File: src/rtl/seg_monitor.sv
// rtl/seg_monitor.sv - seven-segment receive-side checker with stability filter and sequence check
//
// Purpose:
//   Watches the segment bus, waits for each pattern to sit still for
//   STABLE_CYCLES samples, decodes it back to a hex digit and checks that
//   digits arrive in mod-16 up-count order. Illegal glyphs and sequence
//   breaks are flagged and counted (saturating).
//
// Ports:
//   clk          system clock, rising edge
//   rst          asynchronous active-high reset
//   seg_in[7:0]  segment bus {dp,g,f,e,d,c,b,a}, 1 = lit; dp is ignored
//   clr_err      synchronous clear of err_count (wins over an increment)
//   digit_out    last accepted legal digit
//   digit_valid  1-cycle pulse, new legal digit accepted
//   invalid      1-cycle pulse, stable non-blank pattern is not a hex glyph
//   seq_err      1-cycle pulse, accepted digit is not last+1 mod 16
//   err_count    saturating count of invalid + seq_err events
//   locked       high once the first legal digit has been accepted

module seg_monitor #(
  parameter int STABLE_CYCLES = 4,
  parameter int ERR_W         = 8
) (
  input  logic             clk,
  input  logic             rst,
  input  logic [7:0]       seg_in,
  input  logic             clr_err,
  output logic [3:0]       digit_out,
  output logic             digit_valid,
  output logic             invalid,
  output logic             seq_err,
  output logic [ERR_W-1:0] err_count,
  output logic             locked
);

  localparam logic [7:0] RUN_MAX = 8'(STABLE_CYCLES);

  typedef enum logic [1:0] {
    SETTLE = 2'd0,
    ACCEPT = 2'd1,
    HOLD   = 2'd2
  } state_t;

  state_t     r_state;
  logic [6:0] r_s;
  logic [7:0] r_run;
  logic [6:0] r_last_pat;
  logic [3:0] r_last_dig;

  logic       w_changed;
  logic [7:0] w_run_next;
  logic       w_legal;
  logic [3:0] w_dig;
  logic [3:0] w_expect;
  logic       w_new_pat;
  logic       w_err_event;

  // dp (bit 7) is masked out of the comparison; only {g..a} matter.
  always_comb begin
    w_changed = ((seg_in ^ {1'b0, r_s}) & 8'h7F) != 8'h00;
  end

  // Run length of identical samples, saturating at STABLE_CYCLES.
  always_comb begin
    if (w_changed) begin
      w_run_next = 8'd1;
    end else if (r_run == RUN_MAX) begin
      w_run_next = RUN_MAX;
    end else begin
      w_run_next = r_run + 8'd1;
    end
  end

  // Glyph decoder on the captured pattern.
  always_comb begin
    w_legal = 1'b1;
    w_dig   = 4'h0;
    case (r_s)
      7'h3F: w_dig = 4'h0;
      7'h06: w_dig = 4'h1;
      7'h5B: w_dig = 4'h2;
      7'h4F: w_dig = 4'h3;
      7'h66: w_dig = 4'h4;
      7'h6D: w_dig = 4'h5;
      7'h7D: w_dig = 4'h6;
      7'h07: w_dig = 4'h7;
      7'h7F: w_dig = 4'h8;
      7'h6F: w_dig = 4'h9;
      7'h77: w_dig = 4'hA;
      7'h7C: w_dig = 4'hB;
      7'h39: w_dig = 4'hC;
      7'h5E: w_dig = 4'hD;
      7'h79: w_dig = 4'hE;
      7'h71: w_dig = 4'hF;
      default: w_legal = 1'b0;
    endcase
  end

  // 4-bit add wraps F -> 0, which is the legal rollover.
  always_comb begin
    w_expect = r_last_dig + 4'd1;
  end

  // A pattern equal to the last accepted one (e.g. after a short glitch)
  // is not new and must stay silent; blank is never an event.
  always_comb begin
    w_new_pat   = (r_state == ACCEPT) && (r_s != r_last_pat);
    w_err_event = w_new_pat && (r_s != 7'h00) &&
                  (!w_legal || (locked && (w_dig != w_expect)));
  end

  always_ff @(posedge clk or posedge rst) begin
    if (rst) begin
      r_state     <= SETTLE;
      r_s         <= 7'h00;
      r_run       <= 8'd0;
      r_last_pat  <= 7'h00;
      r_last_dig  <= 4'h0;
      digit_out   <= 4'h0;
      digit_valid <= 1'b0;
      invalid     <= 1'b0;
      seq_err     <= 1'b0;
      err_count   <= '0;
      locked      <= 1'b0;
    end else begin
      r_s         <= seg_in[6:0];
      r_run       <= w_run_next;
      digit_valid <= 1'b0;
      invalid     <= 1'b0;
      seq_err     <= 1'b0;

      case (r_state)
        // Move to ACCEPT on the edge the run reaches its target so the
        // evaluation edge lands STABLE_CYCLES edges after the change.
        SETTLE: begin
          if (w_run_next == RUN_MAX) begin
            r_state <= ACCEPT;
          end
        end

        ACCEPT: begin
          r_state <= HOLD;
          if (w_new_pat) begin
            r_last_pat <= r_s;
            if (r_s != 7'h00) begin
              if (w_legal) begin
                digit_out   <= w_dig;
                digit_valid <= 1'b1;
                r_last_dig  <= w_dig;
                if (!locked) begin
                  locked <= 1'b1;
                end else if (w_dig != w_expect) begin
                  seq_err <= 1'b1;
                end
              end else begin
                invalid <= 1'b1;
              end
            end
          end
        end

        // A change that landed during ACCEPT shows up as a short run
        // rather than a mismatch, so both are treated as leaving HOLD.
        HOLD: begin
          if (w_changed || (r_run != RUN_MAX)) begin
            r_state <= SETTLE;
          end
        end

        default: r_state <= SETTLE;
      endcase

      if (clr_err) begin
        err_count <= '0;
      end else if (w_err_event && (err_count != '1)) begin
        err_count <= err_count + ERR_W'(1);
      end
    end
  end

endmodule

File: config.mk
export PLATFORM = sky130hd
export DESIGN_NAME = seg_monitor
export DESIGN_NICKNAME = d
export VERILOG_FILES = /design/src/rtl/seg_monitor.sv
export SDC_FILE = /design/constraint.sdc
export NUM_CORES = 1
export LEC_CHECK = 0
export CORE_UTILIZATION = 45
export CTS_CLUSTER_DIAMETER = 50
export DETAILED_ROUTE_END_ITERATION = 8
export PLACE_DENSITY = 0.69
export SLEW_MARGIN = 20
export SYNTH_ARGS = -nofsm -noshare
export SYNTH_HDL_FRONTEND = slang
export SYNTH_SLANG_ARGS = --single-unit
File: constraint.sdc
create_clock -name clk -period 2.7 [get_ports clk]
set_clock_uncertainty 0.15 [all_clocks]
set_input_delay 0.675 -clock clk [delete_from_list [all_inputs] [get_ports clk]]
set_output_delay 0.675 -clock clk [all_outputs]
set_load 0.05 [all_outputs]
# After elaboration in Yosys (flattened, before gate mapping)
# Index checks and enable logic that the tools add are counted.
[op_classes]
mux = 23
n_bitwise = 1
eq_ne = 26
n_addsub = 3
reduce_logical = 16
[op_table]
columns = ["cell", "count"]
rows = [
  ["7-bit equality test (second input constant)", 12],
  ["4-bit case mux with 15 select lines", 1],
  ["8-bit two-way mux", 4],
  ["8-bit by 1-bit adder with 8-bit output (second input constant)", 2],
  ["8-bit by 3-bit equality test with 1-bit output (second input constant)", 2],
  ["16-bit OR reduction", 1],
  ["1-bit two-way mux", 15],
  ["7-bit by 3-bit equality test with 1-bit output (second input constant)", 2],
  ["7-bit by 6-bit equality test with 1-bit output (second input constant)", 2],
  ["8-bit by 3-bit != test with 1-bit output (second input constant)", 1],
  ["8-bit != test (second input constant)", 1],
  ["8-bit nonzero test", 1],
  ["7-bit != test", 1],
  ["7-bit nonzero test", 1],
  ["7-bit XOR", 1],
  ["2-bit case mux with 3 select lines", 1],
  ["1-bit logical AND", 5],
  ["4-bit by 1-bit adder with 4-bit output (second input constant)", 1],
  ["2-bit two-way mux", 2],
  ["2-bit != test (second input constant)", 2],
  ["4-bit != test", 1],
  ["2-bit AND reduction", 2],
  ["4-bit AND reduction", 1],
  ["2-bit by 1-bit equality test with 1-bit output (second input constant)", 1],
  ["other kinds (5)", 6],
]
[word_totals]
reg_bits = 40
word_cells = 79
input_bits = 11
output_inout_bits = 16

# Longest topological paths before layout
[depth]
depth_word = 9
ltp_mapped = 10
ltp_nobuf = 8

# Worst setup path after synthesis
# OpenSTA, ideal clock, no wires.
[synth_path]
kind = "reg2reg"
startpoint = "register r_s[0]"
endpoint = "register err_count[5]"
synth_period_minus_slack_ns = 2.925
t_required_ns = 2.422
arrival_ns = 2.647
path_buffers = 2
path_stages_with_launch = 10
slack_ns = -0.225
setup_time_ns = 0.128
cell_sequence = "dfrtp_1 > buf_6 > buf_6 > or4_1 > o311a_2 > and3_1 > o41a_1 > a211oi_4 > nor4_1 > mux2_1"
[synth_between]
elab_chain_cells = 8
word_cells_on_any_way = 30
classes_between = "18 x eq/ne; 2 x mux; 10 x reduce/logical"
[synth_lines]
columns = ["element", "line", "rtl"]
rows = [
  ["from (decl)", "46", "logic [6:0] r_s;"],
  ["from (signal assigned)", "127", "r_s <= seg_in[6:0];"],
  ["7-bit equality test (tied with other cells)", "79", "case (r_s)"],
  ["4-bit case mux with 15 select lines / 16-bit OR reduction (equally long branches)", "-", ""],
  ["4-bit != test / 1-bit two-way mux (equally long branches)", "110, 79", ""],
  ["1-bit logical AND / 1-bit logical NOT (equally long branches)", "110", "(!w_legal || (locked && (w_dig != w_expect)));"],
  ["1-bit logical OR", "110", ""],
  ["1-bit logical AND *", "109", "w_err_event = w_new_pat && (r_s != 7'h00) &&"],
  ["1-bit logical AND *", "176", "end else if (w_err_event && (err_count != '1)) begin"],
  ["2-bit nonzero test (no line) *", "-", ""],
  ["to (signal assigned)", "177", "err_count <= err_count + ERR_W'(1);"],
  ["to (decl)", "33", "output logic [ERR_W-1:0] err_count,"],
]
# Mark *: on every way between the ends. The rest lies on a longest branch, timed or not.
# A chain may end at the register's enable or synchronous reset.

# Worst setup path after layout
[layout_path]
startpoint = "register r_s[4]"
endpoint = "register err_count[3]"
# Same word-level chain as after synthesis.

==> results by stage <==
Clocking:
- TritonCTS built the clock tree.
- The clock drives 40 sinks.
- After clock tree synthesis, the clock-pin slew on the worst setup and hold paths is 0.08 ns.
- The number of CTS-inserted buffers is 5.
- The clock tree synthesis step divided the H-tree into 2 levels.
- The longest clock path from root to sink contains 2 buffers.
- The insertion delay of the later-clocked pin in the worst-skew pair is 0.29 ns.
- The clock root buffer is clkbuf_8.

Drt:
- Wires add up to 5340 um.
- Once detail routing completed, the nets flagged for antenna violations numbered 0.
- In the routed design, unresolved DRC markers number 0.
- After the first detailed-routing iteration, the DRC count stood at 118.
- In the routed layout, each cell is associated on average with a via count of 5.35.
- Dividing the detail-routed wire length by the instance count gives 13.7 um.
- The number of optimization iterations in the first detailed-route pass is 4.
- Detailed routing inserted a total of 2085 vias.

Timing:
- The highest clock rate is 352 MHz.
- After routing, the total negative slack on setup checks comes to -0.882 ns.
- Headroom to the max-slew limit came out at 66.5%.
- The total count of max-transition violations in the final report is 0.
- The total of endpoints with negative setup slack in the final report is 8.
- The ratio of final minimum period to clock period is 105%.
- The pin slew with the least headroom to its limit is 0.502 ns.
- The hold violation total from the final report is 0.
- The final worst-path setup slack is -0.141 ns.
- The time the final worst path needs with I/O delays and setup is 2.84 ns.
- Setup repair after global routing could not meet its margin everywhere.

Floorplan:
- The top-level I/O count is 27.
- The core region is 0.00511 mm2.
- The vertical die dimension is 75.0 um.
- The count of standard-cell rows is 26.
- Once the floorplan was initialized, standard cells occupied 46.9% of the core.
- The die outline area is 0.00562 mm2.
- The x dimension of the die is 75.0 um.

Outcome:
- The flow ran to the end, but the final reports show violations.
- The checks that failed: setup timing.

Setup path:
- For this run, the slowest stage of the critical path takes 0.46 ns.
- Of all nets on the critical path, the largest fanout is 8.
- The endpoint type of the worst setup path is a register.
- For the worst setup path, the data required time is 2.72 ns.
- The kind of critical path is reg -> reg.
- The library cell contributing the largest single delay on the critical path is dfrtp_2.
- The signal on the critical path passes through or3b_1 > a211oi_2 > o22ai_2 > xnor2_2 > a221oi_2 > buf_4 > a211oi_4 > buf_6 > nor4b_4 > mux2_4.
- The worst setup path is launched from a register.
- The arrival time at the worst endpoint is 2.86 ns.

Final layout:
- Compared with the post-synthesis result, the final layout area differs by 38.5%.
- The leading cell type in the layout, fill and taps excluded is buf_4.
- The antenna cell count is 0.
- The number of nets in the layout is 334.
- At the end of the flow the core is filled with cells to 65.0%.
- The filler cell count in the final layout is 420.
- The post-route netlist has 31.9% of its cells at a drive strength greater than 1.
- The library cells used most frequently in the layout, excluding fill and tap cells, are buf_4 (51), dfrtp_1 (35), clkdlybuf4s50_1 (25).

Logic synthesis:
- The most area-hungry cell type in the Yosys netlist is dfrtp_1.
- The number of flops mapped to enable cells by yosys is 0.
- A synthesized cell averages 9.78 um2.
- The total number of yosys warnings is 0.
- Of the post-synthesis cell area, the dominant cell type holds 41.8%.
- The most instantiated flip-flop cell in the synthesis netlist is dfrtp_1.
- The fraction of the yosys area taken by sequential cells is 41.8%.
- The fraction of registers with async set/reset is 100%.
- The number of nets in the synthesized netlist is 260.
- In this run, synthesis produced a sequential element count of 40.
- After synthesis the cells add up to 0.00240 mm2.
- The number of unique standard cell types used by synthesis is 54.
- By area the synthesized netlist is led by dfrtp_1 (42%), xnor2_1 (5.8%), nor2_1 (3.6%).
- The cell count after synthesis is 245.

Place:
- The weighted congestion at the end of routability-driven global placement is 0.832.
- The count of buffers added on input and output ports is 25.
- The total half-perimeter wirelength after legalization and detailed placement is 3670 um.

Power and ir drop:
- The maximum vdd drop is 312 uV.
- Summed over all cells, the static leakage comes to 1.41 nW.
- For this design the ratio of total power to cell area is 359 mW/mm2.

Global routing:
- The largest net degree at the start of global routing is 41.
- After global routing the overflow that remains totals 0.
- The initial antenna violation count was 0.
- The first global-routing pass estimated 8770 um of wire.
- The via count of the first global-routing pass is 1979.
- In the global route stage, overall resource usage came out at 20.4%.

Flow run:
- The tool flagged a number of max-cap violations equal to 0.

Min path:
- The path type of the worst min-delay path is reg -> reg.
==> final timing paths <==
check	start	end	slack, ns	depth (start not counted)
min in group asynchronous	rst	r_last_dig[1]	0.66	3
min reg2reg	r_last_pat[3]	r_last_pat[3]	0.38	1
max in group asynchronous	rst	r_s[4]	1.38	3
min	r_last_pat[3]	r_last_pat[3]	0.38	1
max reg2reg	r_s[4]	err_count[3]	-0.14	10
max	r_s[4]	err_count[3]	-0.14	10
==> cell families after synthesis <==
| group | count (synthesis) | synth area share [%] |
|---|---|---|
| compound gates | 45 | 13.4 |
| fa+ha+maj | 4 | 2.09 |
| flops | 40 | 41.8 |
| mux | 13 | 6.06 |
| buf+inv | 22 | 5.22 |
| xor+xnor | 25 | 9.14 |
| simple gates | 96 | 22.4 |
==> area by class of cell <==
type                       instances  area [um2]  share of cell area, %
multi-input combinational        184        1420                   42.7
sequential                        40        1010                   30.4
timing repair buffer              81         689                   20.8
clock buffer                       8        90.1                   2.71
tap                               70        87.6                   2.64
inverter                           7        26.3                  0.792
==> layer usage <==
metal	up-vias	track usage, %	routed length (um)
li1	1032	-	-
met1	1018	27.6	2480
met2	30	33.1	2660
met3	5	4.15	154
met4	0	5.87	44
met5	-	0	0
==> where the power goes <==
group	switching, mW	internal, mW	total, mW
sequential	0.00998	0.605	0.615
combinational	0.0803	0.0896	0.170
clock	0.199	0.209	0.408
==> Yosys cell counts (2+ instances only) <==
| cell type | instances |
|---|---|
| dfrtp_1 | 40 |
| nor2_1 | 23 |
| xnor2_1 | 16 |
| nand2_1 | 13 |
| nand3_1 | 9 |
| o21ai_0 | 9 |
| xor2_1 | 9 |
| a21oi_1 | 7 |
| inv_1 | 7 |
| mux2_2 | 7 |
| nor2b_1 | 7 |
| nor3_1 | 6 |
| clkbuf_1 | 5 |
| mux2_1 | 5 |
| nand3b_1 | 5 |
| nand4_1 | 5 |
| a31oi_1 | 4 |
| and3_1 | 4 |
| buf_2 | 4 |
| buf_6 | 4 |
| ha_1 | 4 |
| nor4_1 | 4 |
| o31ai_1 | 4 |
| a211oi_1 | 3 |
| nand2b_1 | 3 |
| nand4b_1 | 3 |
| o22ai_1 | 3 |
| or4_1 | 3 |
| a21o_1 | 2 |
| o41a_1 | 2 |
| or4bb_1 | 2 |
==> state kept, by name, summed over array words and instances (netlist names) <==
| name | count |
|---|---|
| digit_valid | 1 |
| err_count | 8 |
| invalid | 1 |
| locked | 1 |
| r_last_dig | 4 |
| r_last_pat | 7 |
| r_run | 8 |
| r_s | 7 |
| r_state | 2 |
| seq_err | 1 |
==> worst max-delay path, delay by kind of cell, from the launching register on <==
| kind | cells | cell delay [ns] |
|---|---|---|
| flops | 1 | 0.46 |
| compound gates | 4 | 0.70 |
| buf+inv | 2 | 0.31 |
| mux | 1 | 0.32 |
| xor+xnor | 1 | 0.17 |
| simple gates | 2 | 0.61 |
==> stage by stage <==
| step | hold slack, ns | cell area [um2] | total power, mW | setup slack, ns | std cells |
|---|---|---|---|---|---|
| after floorplan | 0.350 | 2460 | 0.708 | -0.116 | 245 |
| after global placement | 0.359 | 3000 | 0.764 | -0.170 | 367 |
| after detailed placement | 0.367 | 3000 | 0.767 | -0.246 | 367 |
| after CTS | 0.385 | 3290 | 1.20 | -0.113 | 389 |
| after global routing | 0.405 | 3320 | 1.25 | -0.283 | 390 |
| final | 0.380 | 3320 | 1.19 | -0.141 | 390 |
==> repair_timing <==
item                       in CTS  in global routing
hold buffers                    0                  0
hold endpoints to repair        0                  0
gates cloned                    1                  0
setup buffers                  13                  1
pin swaps                      11                  1
setup endpoints to repair       8                 10
resized for setup              23                  7
Note: power is estimated with default switching activity, not from simulation.
